### src/rtl/keysw_in.sv
// keysw_in: user-input side of the SOCkit board I/O.
// Brings the four push-buttons and four slide switches into the clock domain,
// debounces them, records button presses as sticky flags and a press counter,
// and exposes them through a small read-only register window with a level irq.
module keysw_in #(
  parameter int NKEYS           = 4,
  parameter int NSW             = 4,
  parameter int DEBOUNCE_CYCLES = 50000,
  parameter int CNT_W           = 16
) (
  input  logic             clk,
  input  logic             reset,
  input  logic [NKEYS-1:0] key_n,
  input  logic [NSW-1:0]   sw,
  input  logic             rd_en,
  input  logic [1:0]       rd_addr,
  output logic [31:0]      rd_data,
  output logic             irq
);

  // Keys and switches share one synchronizer/debounce path; keys sit in the
  // low bits. Idle level: keys released (1), switches down (0).
  localparam int               NIN   = NKEYS + NSW;
  localparam logic [NIN-1:0]   IDLE  = {{NSW{1'b0}}, {NKEYS{1'b1}}};
  localparam logic [CNT_W-1:0] TERM  = CNT_W'(DEBOUNCE_CYCLES - 1);
  localparam int               EVT_W = $clog2(NKEYS + 1);

  typedef enum logic [1:0] {
    ADDR_LEVEL  = 2'd0,
    ADDR_STICKY = 2'd1,
    ADDR_COUNT  = 2'd2,
    ADDR_ZERO   = 2'd3
  } addr_e;

  logic [NIN-1:0]             raw;
  logic [NIN-1:0]             sync1;
  logic [NIN-1:0]             sync2;
  logic [NIN-1:0]             q;
  logic [NIN-1:0]             q_nxt;
  logic [NIN-1:0][CNT_W-1:0]  cnt;
  logic [NIN-1:0][CNT_W-1:0]  cnt_nxt;

  logic [NKEYS-1:0]           q_key;
  logic [NKEYS-1:0]           q_key_nxt;
  logic [NSW-1:0]             q_sw;
  logic [NKEYS-1:0]           pressed;
  logic [NKEYS-1:0]           press_evt;
  logic [NKEYS-1:0]           sticky;
  logic [EVT_W-1:0]           evt_num;
  logic [15:0]                press_count;
  logic                       read_clr;
  logic [31:0]                rd_next;

  assign raw       = {sw, key_n};
  assign q_key     = q[NKEYS-1:0];
  assign q_key_nxt = q_nxt[NKEYS-1:0];
  assign q_sw      = q[NIN-1:NKEYS];
  assign pressed   = ~q_key;
  assign read_clr  = rd_en && (addr_e'(rd_addr) == ADDR_STICKY);

  // Two-flop synchronizer for every raw input bit.
  // NOTE: every clocked block uses non-blocking assignments so all flops
  // sample their inputs from the same pre-edge values.
  always_ff @(posedge clk or negedge reset) begin
    if (!reset) begin
      sync1 <= IDLE;
      sync2 <= IDLE;
    end else begin
      sync1 <= raw;
      sync2 <= sync1;
    end
  end

  // Debounce next state: a bit follows the input only after it has differed
  // from the stable level for DEBOUNCE_CYCLES consecutive cycles.
  // NOTE: defaults first so every path assigns every output and no latch forms.
  always_comb begin
    q_nxt   = q;
    cnt_nxt = cnt;
    for (int i = 0; i < NIN; i++) begin
      if (sync2[i] == q[i]) begin
        cnt_nxt[i] = '0;
      end else if (cnt[i] == TERM) begin
        q_nxt[i]   = sync2[i];
        cnt_nxt[i] = '0;
      end else begin
        cnt_nxt[i] = cnt[i] + CNT_W'(1);
      end
    end
  end

  // Debounced levels, counters and the one-cycle press pulses.
  // NOTE: the counter array is reset because a partial count must never
  // survive a reset and let a bouncing input through early.
  always_ff @(posedge clk or negedge reset) begin
    if (!reset) begin
      q         <= IDLE;
      cnt       <= '0;
      press_evt <= '0;
    end else begin
      q         <= q_nxt;
      cnt       <= cnt_nxt;
      press_evt <= q_key & ~q_key_nxt;
    end
  end

  // Number of keys pressed in this cycle's event pulse.
  always_comb begin
    evt_num = '0;
    for (int i = 0; i < NKEYS; i++) begin
      evt_num = evt_num + EVT_W'(press_evt[i]);
    end
  end

  // Sticky flags (set beats read-clear), press counter and irq.
  always_ff @(posedge clk or negedge reset) begin
    if (!reset) begin
      sticky      <= '0;
      press_count <= '0;
      irq         <= 1'b0;
    end else begin
      sticky      <= (read_clr ? '0 : sticky) | press_evt;
      press_count <= press_count + 16'(evt_num);
      irq         <= |sticky;
    end
  end

  // Register window decode; unused high bits read as zero.
  always_comb begin
    rd_next = '0;
    case (addr_e'(rd_addr))
      ADDR_LEVEL:  rd_next[NIN-1:0]   = {q_sw, pressed};
      ADDR_STICKY: rd_next[NKEYS-1:0] = sticky;
      ADDR_COUNT:  rd_next[15:0]      = press_count;
      default:     rd_next            = '0;
    endcase
  end

  // Read data register: loads on a strobe, otherwise holds.
  always_ff @(posedge clk or negedge reset) begin
    if (!reset) begin
      rd_data <= '0;
    end else if (rd_en) begin
      rd_data <= rd_next;
    end
  end

endmodule

### config.mk
export PLATFORM = sky130hd
export DESIGN_NAME = keysw_in
export DESIGN_NICKNAME = d
export VERILOG_FILES = /design/src/rtl/keysw_in.sv
export SDC_FILE = /design/constraint.sdc
export NUM_CORES = 1
export LEC_CHECK = 0
export ABC_AREA = 1
export BUFFER_PORTS_ARGS = -buffer_cell sky130_fd_sc_hd__buf_2
export CAP_MARGIN = 10
export CORE_MARGIN = 3
export CORE_UTILIZATION = 62
export CTS_CLUSTER_DIAMETER = 100
export CTS_CLUSTER_SIZE = 14
export DETAILED_ROUTE_END_ITERATION = 7
export GPL_TIMING_DRIVEN = 0
export PLACE_DENSITY = 0.78
export REMOVE_ABC_BUFFERS = 1
export SLEW_MARGIN = 20
export SYNTH_ARGS = -nofsm -noshare
export SYNTH_HDL_FRONTEND = slang
export SYNTH_SLANG_ARGS = --single-unit
### constraint.sdc
create_clock -name clk -period 3 [get_ports clk]
set_input_delay 0.15 -clock clk [delete_from_list [all_inputs] [get_ports clk]]
set_output_delay 0.15 -clock clk [all_outputs]
set_load 0.005 [all_outputs]
==> key figures <==
Run status
  – Status: finished clean

Setup path
  – CP max FO: 3
  – CP Cell Sequence: fa_1 -> inv_1 -> fa_1 -> fa_1 -> nor2_2 -> nand2_2 -> nor2_4 -> nand2_1 -> xor2_1
  – Most common cell on crit path: fa_1
  – Reg2reg start: press_evt[0]
  – Worst setup SP type: flop
  – Reg2reg path depth: 9
  – Slowest stage delay, CP: 0.55 ns
  – R2R Setup Slk: 0.35 ns
  – Setup crit end kind: flop
  – CP startpoint: press_evt[0]
  – Slowest cell on crit path: fa_1
  – Crit path kind: flop to flop
  – Worst EP required: 3.32 ns
  – Crit path DAT: 2.97 ns
  – R2r endpoint: press_count[14]

Yosys
  – Top_reg_cell synth: dfrtp_1
  – Synth cell types: 38
  – Top-area cell type share of the netlist area: 0.456
  – Ys Warns: 0
  – Post-Syn Instances: 1256
  – Post-Syn Area: 9920 µm²
  – Largest area contributor in the netlist: dfrtp_1
  – Register area share after synthesis: 0.488
  – Top cells by area, synth: dfrtp_1 46%, nand2_1 11%, nor2_1 9.6%, inv_1 5.6%, nand3_1 5.2%
  – Yosys reg bits: 193
  – Post-synth ARST share: 1.00
  – EDFF count, synth: 0
  – Syn Area/Cell: 7.90 µm²

Final layout
  – Layout Nets: 1335
  – Storage cell area: 4840 µm²
  – Layout area overhead: 10.9%
  – Layout cells sized above 1: 0.0998
  – Antenna diode count: 0
  – Fill count: 1245
  – Finished Cell Area: 11000 µm²
  – Commonest non-fill, non-tap cell in the layout: nand2_1
  – Multi-input logic area: 4420 µm²
  – Most frequent cells in the layout: 285 x nand2_1, 253 x nor2_1, 181 x dfrtp_1, 147 x inv_1, 104 x nand3_1

Clock network
  – Root Driver: clkbuf_16
  – Deepest clock path buffer count: 2
  – CTS tree: yes
  – Clk sinks: 193
  – H-tree depth: 4
  – Post-CTS Setup Bufs: 0
  – Num CTS Buffers: 17
  – Clk Latency, worst-skew pair: 0.43 ns
  – Worst-path clk slew: 0.07 ns

Pwr
  – PD cells: 472 nW/µm²
  – Flop pwr share: 0.518
  – Internal Pwr Total: 3.98 mW
  – Switching Fraction: 0.233
  – Comb pwr share: 0.042
  – Maximum vdd drop: 0.000443 V
  – Clock share of power: 0.440
  – Sw Pwr: 1.21 mW
  – P_leak: 5.03 nW

Worst hold path
  – Hold depth: 3
  – Hold Crit Start: rd_en
  – Worst Hold Class: primary input to flop
  – Hold Path End: rd_data[4]

Routing
  – First-pass DRT Iterations: 5
  – DRC: 0
  – Antenna viol nets, final: 0
  – WL per Instance: 12.5 µm
  – Via count: 7866
  – Vias/cell: 5.13
  – Total Wirelength: 19.2 mm
  – DR iter-0 viols: 540

Floorplan
  – Die height: 133 µm
  – Die Width: 133 µm
  – Initial Util: 0.643
  – Full die area: 17600 µm²
  – # rows: 45
  – I/O Pins: 46
  – Core area: 15400 µm²

Global routing
  – Initial antenna violation count: 0
  – Largest net degree at the start of global routing: 69
  – Vias in the first global route: 7622
  – All-layer global routing usage: 0.229
  – Global-route wire length before repair: 33.9 mm
  – Total gr overflow: 0

Place
  – Dpl hpwl: 13.8 mm
  – Dpl cell area: 10300 µm²
  – # port buffers: 29
  – Place WS: 0.360 ns
  – Final Wtd Congestion: 0.906

STA
  – Max-slew headroom: 0.472
  – Endpoints failing hold: 0
  – RSZ-0062 raised after global routing: no
  – Fmax: 377 MHz
  – Final setup fails: 0
  – Final Cycle Share: 0.884
  – Least-Margin Pin Slew: 0.787 ns
  – Final WS setup: 0.347 ns
  – Clk_skew: 0.00900 ns
  – Tmin final: 2.65 ns
  – Final Max Tran Viols: 0

Flow run
  – Maxcap violations: 0
[sequential cells by signal (all words and copies together), names as in the netlist]
name,count
cnt,128
press_count,16
rd_data,16
q,8
sync1,8
sync2,8
press_evt,4
sticky,4
irq,1
[Yosys cell counts (2+ instances only)]
library cell and count:
nor3_1 17, nor2_1 253, and2_1 3, nand3_2 2, nand3_1 104, o21ai_0 24, dfstp_2 12, nor3_2 5
buf_4 16, inv_1 147, nand3b_1 5, nand4_1 16, xnor2_2 2, fa_1 3, dfrtp_1 181, o21bai_1 15
xnor2_1 13, ha_1 9, inv_2 8, o31ai_1 4, nand2_1 285, a21oi_1 34, xor2_1 42, nor2_4 6
clkbuf_1 3, nor3b_1 6, nand2_2 15, nand2_4 2, nor2_2 15
[stage by stage]
stage / hold WS (ns) / power, mW / setup TNS, ns / instances / utilization
final: 0.111 / 5.19 / 0 / 1534 / 0.713
after global routing: 0.128 / 5.40 / 0 / 1534 / 0.713
after CTS: 0.0917 / 5.25 / 0 / 1534 / 0.713
after detailed placement: 0.105 / 2.95 / 0 / 1493 / 0.669
after global placement: 0.255 / 2.94 / -233.04 / 1491 / 0.665
after floorplan: -0.146 / 2.83 / 0 / 1251 / -
[worst max-delay path: cells and delay by family, from the launching register on]
family / cells / cell delay [ns]
adders and majority gates: 3 / 1.46
and+or+nand+nor: 4 / 0.47
DFF: 1 / 0.41
xor gates and xnor gates: 1 / 0.15
buffers and inverters: 1 / 0.05
[timing repair]
| item | 4_1_cts | 5_1_grt |
|---|---|---|
| hold buffers | 9 | 0 |
| gates resized for setup | 0 | 0 |
| hold endpoints to repair | 69 | 0 |
[worst max-delay path by stage]
| stage | to | slack (ns) |
|---|---|---|
| 2_1_floorplan | press_count[14] | 0.54 |
| 3_3_place_gp | cnt[20] | -1.30 |
| 3_5_place_dp | press_count[14] | 0.36 |
| 4_1_cts | press_count[14] | 0.32 |
| 5_1_grt | press_count[14] | 0.24 |
| 6_report | press_count[14] | 0.35 |
[power groups by stage]
stage	Combinational, mW	Clock [mW]	Sequential [mW]
4_1_cts	0.224	2.34	2.69
6_report	0.217	2.28	2.69
3_5_place_dp	0.213	0	2.74
3_3_place_gp	0.200	0	2.74
5_1_grt	0.255	2.45	2.69
2_1_floorplan	0.103	0	2.73
[routing by layer]
layer	part of all wire	global-route usage
met5	0	0
met4	0.016	0.0699
met3	0.041	0.0403
met2	0.47	0.377
met1	0.47	0.315
[kinds of logic (layout without fill, tap and decap cells)]
kind of cell / count (synthesis) / in the layout / share of synthesized area
AOI/OAI and AO/OA: 81 / 81 / 0.0473
xor gates and xnor gates: 57 / 57 / 0.0518
adders and majority gates: 12 / 12 / 0.0174
buffers and inverters: 175 / 227 / 0.0724
DFF: 193 / 193 / 0.488
other: 1 / 16 / 0.000378
and+or+nand+nor: 737 / 737 / 0.323
[cell type report]
cell class	count	share of cell area
tap	211	0.0240
inverter	155	0.0529
multi-input combinational	903	0.401
sequential	193	0.440
clock inverter	14	0.0151
timing repair buffer	40	0.0273
clock buffer	18	0.0390
(Power assumes the default switching activity.)
